File: config.mk
export PLATFORM = sky130hd
export DESIGN_NAME = uart_rx_deserializer_flat
export DESIGN_NICKNAME = d
export VERILOG_FILES = /design/src/rtl/uart_rx_if.sv /design/src/rtl/uart_rx_deserializer.sv /design/src/flat_wrapper.sv
export SDC_FILE = /design/constraint.sdc
export NUM_CORES = 1
export LEC_CHECK = 0
export BUFFER_PORTS_ARGS = -buffer_cell sky130_fd_sc_hd__buf_2
export CAP_MARGIN = 15
export CORE_ASPECT_RATIO = 0.6
export CORE_UTILIZATION = 58
export CTS_CLUSTER_SIZE = 8
export DETAILED_ROUTE_END_ITERATION = 12
export PLACE_DENSITY_LB_ADDON = 0.1
export SYNTH_ARGS = -nofsm -noshare
export SYNTH_HDL_FRONTEND = slang
export SYNTH_SLANG_ARGS = --single-unit
File: constraint.sdc
create_clock -name CLOCK_50 -period 2.69 [get_ports CLOCK_50]
set_input_delay 0.269 -clock CLOCK_50 [delete_from_list [all_inputs] [get_ports CLOCK_50]]
set_output_delay 0.269 -clock CLOCK_50 [all_outputs]
set_load 0.02 [all_outputs]
File: src/rtl/uart_rx_if.sv
// Receive-side byte interface: the deserializer drives it, the downstream
// consumer (FIR input register / controller) reads it.
interface uart_rx_if #(
    parameter int unsigned DATA_BITS = 8
);

    logic [DATA_BITS-1:0] rx_data;
    logic                 data_ready;
    logic                 frame_err;
    logic                 rx_busy;

    modport master (
        output rx_data,
        output data_ready,
        output frame_err,
        output rx_busy
    );

    modport slave (
        input rx_data,
        input data_ready,
        input frame_err,
        input rx_busy
    );

endinterface

File: src/rtl/uart_rx_deserializer.sv
// 8N1 UART receiver: synchronizes the serial line, samples each bit near its
// centre and presents complete bytes with a one-cycle data_ready strobe.
module uart_rx_deserializer #(
    parameter int unsigned CLK_FREQ  = 50_000_000,
    parameter int unsigned BAUD      = 115200,
    parameter int unsigned DATA_BITS = 8
) (
    input  logic      CLOCK_50,
    input  logic      rst,
    input  logic      UART_RXD,
    uart_rx_if.master rx
);

    localparam int unsigned ClksPerBit = CLK_FREQ / BAUD;
    localparam int unsigned CntW       = (ClksPerBit > 2) ? $clog2(ClksPerBit) : 1;
    localparam int unsigned IdxW       = (DATA_BITS > 2) ? $clog2(DATA_BITS) : 1;

    localparam logic [CntW-1:0] CntHalf = CntW'(ClksPerBit / 2 - 1);
    localparam logic [CntW-1:0] CntFull = CntW'(ClksPerBit - 1);
    localparam logic [CntW-1:0] CntOne  = CntW'(1);
    localparam logic [IdxW-1:0] IdxLast = IdxW'(DATA_BITS - 1);
    localparam logic [IdxW-1:0] IdxOne  = IdxW'(1);

    typedef enum logic [2:0] {
        StIdle,
        StStart,
        StData,
        StStop,
        StWaitHi
    } state_e;

    state_e               state_q, state_d;
    logic                 rx_meta_q, rxs_q;
    logic [CntW-1:0]      bit_cnt_q, bit_cnt_d;
    logic [IdxW-1:0]      idx_q, idx_d;
    logic [DATA_BITS-1:0] sh_q, sh_d;
    logic [DATA_BITS-1:0] rx_data_q, rx_data_d;
    logic                 data_ready_q, data_ready_d;
    logic                 frame_err_q, frame_err_d;

    // Synchronizer presets high so a reset never looks like a start bit.
    always_ff @(posedge CLOCK_50) begin
        if (rst) begin
            rx_meta_q <= 1'b1;
            rxs_q     <= 1'b1;
        end else begin
            rx_meta_q <= UART_RXD;
            rxs_q     <= rx_meta_q;
        end
    end

    always_ff @(posedge CLOCK_50) begin
        if (rst) begin
            state_q      <= StIdle;
            bit_cnt_q    <= '0;
            idx_q        <= '0;
            sh_q         <= '0;
            rx_data_q    <= '0;
            data_ready_q <= 1'b0;
            frame_err_q  <= 1'b0;
        end else begin
            state_q      <= state_d;
            bit_cnt_q    <= bit_cnt_d;
            idx_q        <= idx_d;
            sh_q         <= sh_d;
            rx_data_q    <= rx_data_d;
            data_ready_q <= data_ready_d;
            frame_err_q  <= frame_err_d;
        end
    end

    always_comb begin
        state_d      = state_q;
        bit_cnt_d    = bit_cnt_q;
        idx_d        = idx_q;
        sh_d         = sh_q;
        rx_data_d    = rx_data_q;
        data_ready_d = 1'b0;
        frame_err_d  = 1'b0;

        unique case (state_q)
            StIdle: begin
                if (!rxs_q) begin
                    state_d   = StStart;
                    bit_cnt_d = '0;
                end
            end

            // Half a bit in: confirm the start bit, which also aligns all
            // later samples to bit centres.
            StStart: begin
                if (bit_cnt_q == CntHalf) begin
                    bit_cnt_d = '0;
                    idx_d     = '0;
                    state_d   = rxs_q ? StIdle : StData;
                end else begin
                    bit_cnt_d = bit_cnt_q + CntOne;
                end
            end

            StData: begin
                if (bit_cnt_q == CntFull) begin
                    bit_cnt_d = '0;
                    sh_d      = {rxs_q, sh_q[DATA_BITS-1:1]};
                    idx_d     = idx_q + IdxOne;
                    if (idx_q == IdxLast) begin
                        state_d = StStop;
                    end
                end else begin
                    bit_cnt_d = bit_cnt_q + CntOne;
                end
            end

            // Leaving at mid stop bit lets the next start edge be caught
            // even with no idle time between frames.
            StStop: begin
                if (bit_cnt_q == CntFull) begin
                    bit_cnt_d = '0;
                    if (rxs_q) begin
                        rx_data_d    = sh_q;
                        data_ready_d = 1'b1;
                        state_d      = StIdle;
                    end else begin
                        frame_err_d = 1'b1;
                        state_d     = StWaitHi;
                    end
                end else begin
                    bit_cnt_d = bit_cnt_q + CntOne;
                end
            end

            // A held-low line (break) must not be mistaken for new frames.
            StWaitHi: begin
                if (rxs_q) begin
                    state_d = StIdle;
                end
            end

            default: begin
                state_d = StIdle;
            end
        endcase
    end

    assign rx.rx_data    = rx_data_q;
    assign rx.data_ready = data_ready_q;
    assign rx.frame_err  = frame_err_q;
    assign rx.rx_busy    = (state_q != StIdle);

`ifndef SYNTHESIS
    ready_err_exclusive: assert property (@(posedge CLOCK_50) !(data_ready_q && frame_err_q));
    ready_single_cycle: assert property (@(posedge CLOCK_50) disable iff (rst)
        data_ready_q |=> !data_ready_q);
`endif

endmodule

File: src/flat_wrapper.sv
// flat-port wrapper written by rule: the top's interface ports become plain ports
module uart_rx_deserializer_flat 
#(
    parameter int unsigned CLK_FREQ  = 50_000_000,
    parameter int unsigned BAUD      = 115200,
    parameter int unsigned DATA_BITS = 8
)
  (CLOCK_50, rst, UART_RXD, rx_rx_data, rx_data_ready, rx_frame_err, rx_rx_busy);
  uart_rx_if #(.DATA_BITS(DATA_BITS)) rx_i ();
  input  logic CLOCK_50;
  input  logic rst;
  input  logic UART_RXD;
  output wire logic [$bits(rx_i.rx_data)-1:0] rx_rx_data;
  output wire logic [$bits(rx_i.data_ready)-1:0] rx_data_ready;
  output wire logic [$bits(rx_i.frame_err)-1:0] rx_frame_err;
  output wire logic [$bits(rx_i.rx_busy)-1:0] rx_rx_busy;
  assign rx_rx_data = rx_i.rx_data;
  assign rx_data_ready = rx_i.data_ready;
  assign rx_frame_err = rx_i.frame_err;
  assign rx_rx_busy = rx_i.rx_busy;
  uart_rx_deserializer #(.CLK_FREQ(CLK_FREQ), .BAUD(BAUD), .DATA_BITS(DATA_BITS)) u_core (.CLOCK_50(CLOCK_50), .rst(rst), .UART_RXD(UART_RXD), .rx(rx_i));
endmodule
==> results.toml <==
[setup_path]
r2r-end = "u_core.state_q[1]"
r2r_setup_slack_ns = 0.44
cp.arrival_ns = 2.41
path_max_fanout = 11
r2r_cells = 4
cp.required_ns = 2.85
cp-start-kind = "flop"
r2r-start = "u_core.bit_cnt_q[6]"
critPathKind = "flop to flop"
critPathCaptureType = "flop"

[clock_tree]
cts-hold-fix-buffers = 0
ctsResizeCount = 0
numCtsBuffers = 5
cts_setup_buffers = 0
root_buffer = "clkbuf_8"
cts_max_path_buffers = 2
cts_tree = "built"
cts.clk_slew.worst_paths_ns = 0.06
clock_latency_ns = 0.28
h-tree-depth = 2
cts_num_sinks = 35

[hold_path]
whs_endpoint = "u_core.rx_meta_q"
whs_path_depth = 2
min-delay-path-class = "input port to flop"
hp-start = "UART_RXD"

[sta]
slew_viol_final = 0
fmax_ghz = 0.444
setup_viol = 0
min_period_over_period_pct = 83.6
fin_ws_ns = 0.440
max-slew-margin-rel_pct = 48.3
finalHoldViolCount = 0
rsz0062_at_grt = "no"
setup_tns_ns = 0
finalClockSkew_ns = 0.00540
worst_pin_slew_ns = 0.770
period_needed_ns = 2.25

[global_routing]
grt_max_degree = 36
grt_pass1_vias = 1248
antenna_found_initial = 0
grt_usage_pct = 25.5
grt_pass1_wl_mm = 5.84
overflow = 0

[outcome]
status = "finished, violations left"
violations = "DRC"

[synth]
syn_avg_cell_area_um2 = 8.94
ys_warn_count = 0
synth_area_um2 = 1640
syn-instance-count = 183
ys_seq_elements = 35
syn_nets = 191
ys_types = 39
yosysSeqAreaShare_pct = 42.8
synthXorXnorAreaFrac_pct = 0.535
muxShareOfSynthArea_pct = 11.8
synth_compound_area_share_pct = 11.5
yosys.area_share.simple_pct = 25.1
synthAdderAreaFrac_pct = 3.82
synth_top_family_by_area = "simple AND/OR/NAND/NOR gates"

[route]
drcViolationCount = 4
drt_iter0_markers = 58
firstDrtPassIters = 8
post_drt_wl_per_cell_um = 15.0
vias_per_cell = 5.79
via_count = 1302
wirelength_mm = 3.38
ant_nets = 0

[die]
fp.dieArea_um2 = 3040
fp.dieW_um = 70.6
die_y_um = 43.1
coreArea_um2 = 2590
ios = 14
start_util_pct = 63.1
rows = 14

[final_layout]
fill_cells = 210
n_antenna_cell = 0
layout_commonest_cell = "dfxtp_1"
area_growth_pct = 9.02
drive_gt1_share_pct = 16.1
final_nets = 200
layout_common_cells = "dfxtp_1 (35), nor2_1 (21), mux2i_1 (17)"

[power_and_ir_drop]
pwr-share-clk_pct = 30.6
p_sw_share_pct = 30.3
switching_power_w = 0.000349
p_leak_nw = 0.656
p_per_area_nw_per_um2 = 644
power.internal_w = 0.000801
vdd_ir_drop_max_uv = 326
share_comb_of_total_power_pct = 19.6
power.share.sequential_pct = 49.8

[placed_design]
routabilityCongestion = 0.891
place_hpwl_mm = 2.41
pre_cts_slack_ns = 0.488
port_buffers = 13

[flow_run]
max_cap_violations = 0
==> power by group through the flow <==
stage | combinational (W) | sequential, W | clock (W)
4_1_cts | 0.000221 | 0.000571 | 0.000363
6_report | 0.000226 | 0.000572 | 0.000352
2_1_floorplan | 0.000184 | 0.000559 | 0
3_5_place_dp | 0.000220 | 0.000582 | 0
5_1_grt | 0.000243 | 0.000575 | 0.000383
3_3_place_gp | 0.000213 | 0.000580 | 0
==> per-stage QoR <==
step	utilization, %	hold slack [ns]	total power [W]	cells	area (um2)
2_1_floorplan	-	0.373	0.000743	183	1640
3_3_place_gp	65.7	0.397	0.000793	217	1700
3_5_place_dp	65.7	0.396	0.000802	217	1700
4_1_cts	68.8	0.167	0.00115	225	1780
5_1_grt	68.8	0.180	0.00120	225	1780
6_report	68.8	0.176	0.00115	225	1780
==> worst max-delay path, cell delays in order (launching register included) <==
cell	delay, ns
dfxtp_1	0.37
or4b_4	0.60
o21a_1	0.36
a211oi_2	0.42
mux2_2	0.39
==> sequential cells by signal, summed over array words and instances (netlist names) <==
name	flops
u_core.rxs_q	1
u_core.state_q	3
u_core.rx_meta_q	1
u_core.bit_cnt_q	9
u_core.sh_q	8
u_core.rx.rx_data	8
u_core.idx_q	3
u_core.rx.data_ready	1
u_core.rx.frame_err	1
==> per-layer routing <==
metal  part of all wire [%]  vias up  wire length [um]  global-route usage [%]
li1                       -      657                 -                       -
met1                     49      603              1660                    33.0
met2                     44       38              1480                    41.4
met3                    6.1        4               205                    6.65
met4                   0.92        0                31                    9.60
met5                      0        -                 0                       0
==> worst max path at each step <==
stage	to	slack [ns]	from	cells past startpoint
after detailed placement	u_core.state_q[1]	0.49	u_core.bit_cnt_q[6]	4
after floorplan	u_core.state_q[1]	0.80	u_core.bit_cnt_q[6]	4
after CTS	u_core.state_q[1]	0.47	u_core.bit_cnt_q[6]	4
final	u_core.state_q[1]	0.44	u_core.bit_cnt_q[6]	4
after global placement	u_core.state_q[1]	0.59	u_core.bit_cnt_q[6]	4
after global routing	u_core.state_q[1]	0.32	u_core.bit_cnt_q[0]	7
==> cell families after synthesis <==
kind of cell,Yosys count
buffers and inverters,18
adder cells (fa/ha/maj),5
AND/OR/NAND/NOR,75
multiplexers,19
XOR/XNOR,1
AO/OA/AOI/OAI,30
flip-flops,35
==> layout make-up <==
type                       instances  area, um2  share of cell area, %
sequential                        35        701                   39.3
multi-input combinational        130        863                   48.4
tap                               32       40.0                   2.24
clock inverter                     1       5.00                  0.281
inverter                           5       18.8                   1.05
timing repair buffer              15       80.1                   4.49
clock buffer                       7       76.3                   4.28
==> cell usage after synthesis, drive strengths merged <==
cell / instances / area share (%)
clkbuf: 10 / 2.3
o21a: 3 / 1.4
nand4: 3 / 1.1
nand2b: 3 / 1.1
nor3: 7 / 2.1
o31a: 1 / 0.54
nor3b: 2 / 0.92
ha: 5 / 3.8
o22ai: 6 / 2.3
and4: 1 / 0.54
and2: 2 / 0.76
dfxtp: 35 / 43
inv: 5 / 1.1
o2111ai: 1 / 0.54
o21ai: 3 / 0.92
nor4: 3 / 2.4
buf: 3 / 0.99
nor4b: 1 / 0.54
mux2i: 17 / 10
a211oi: 2 / 1.2
nor2b: 5 / 1.9
a21oi: 11 / 3.4
nor2: 21 / 4.8
or2: 3 / 1.1
nand3b: 3 / 1.4
or4b: 1 / 0.84
nand3: 2 / 0.61
mux2: 2 / 1.4
or3: 2 / 0.76
or3b: 1 / 0.54
o221ai: 1 / 0.54
nand2: 15 / 3.4
xnor2: 1 / 0.54
a31oi: 2 / 0.76
Power figures use the tool's default switching activity.
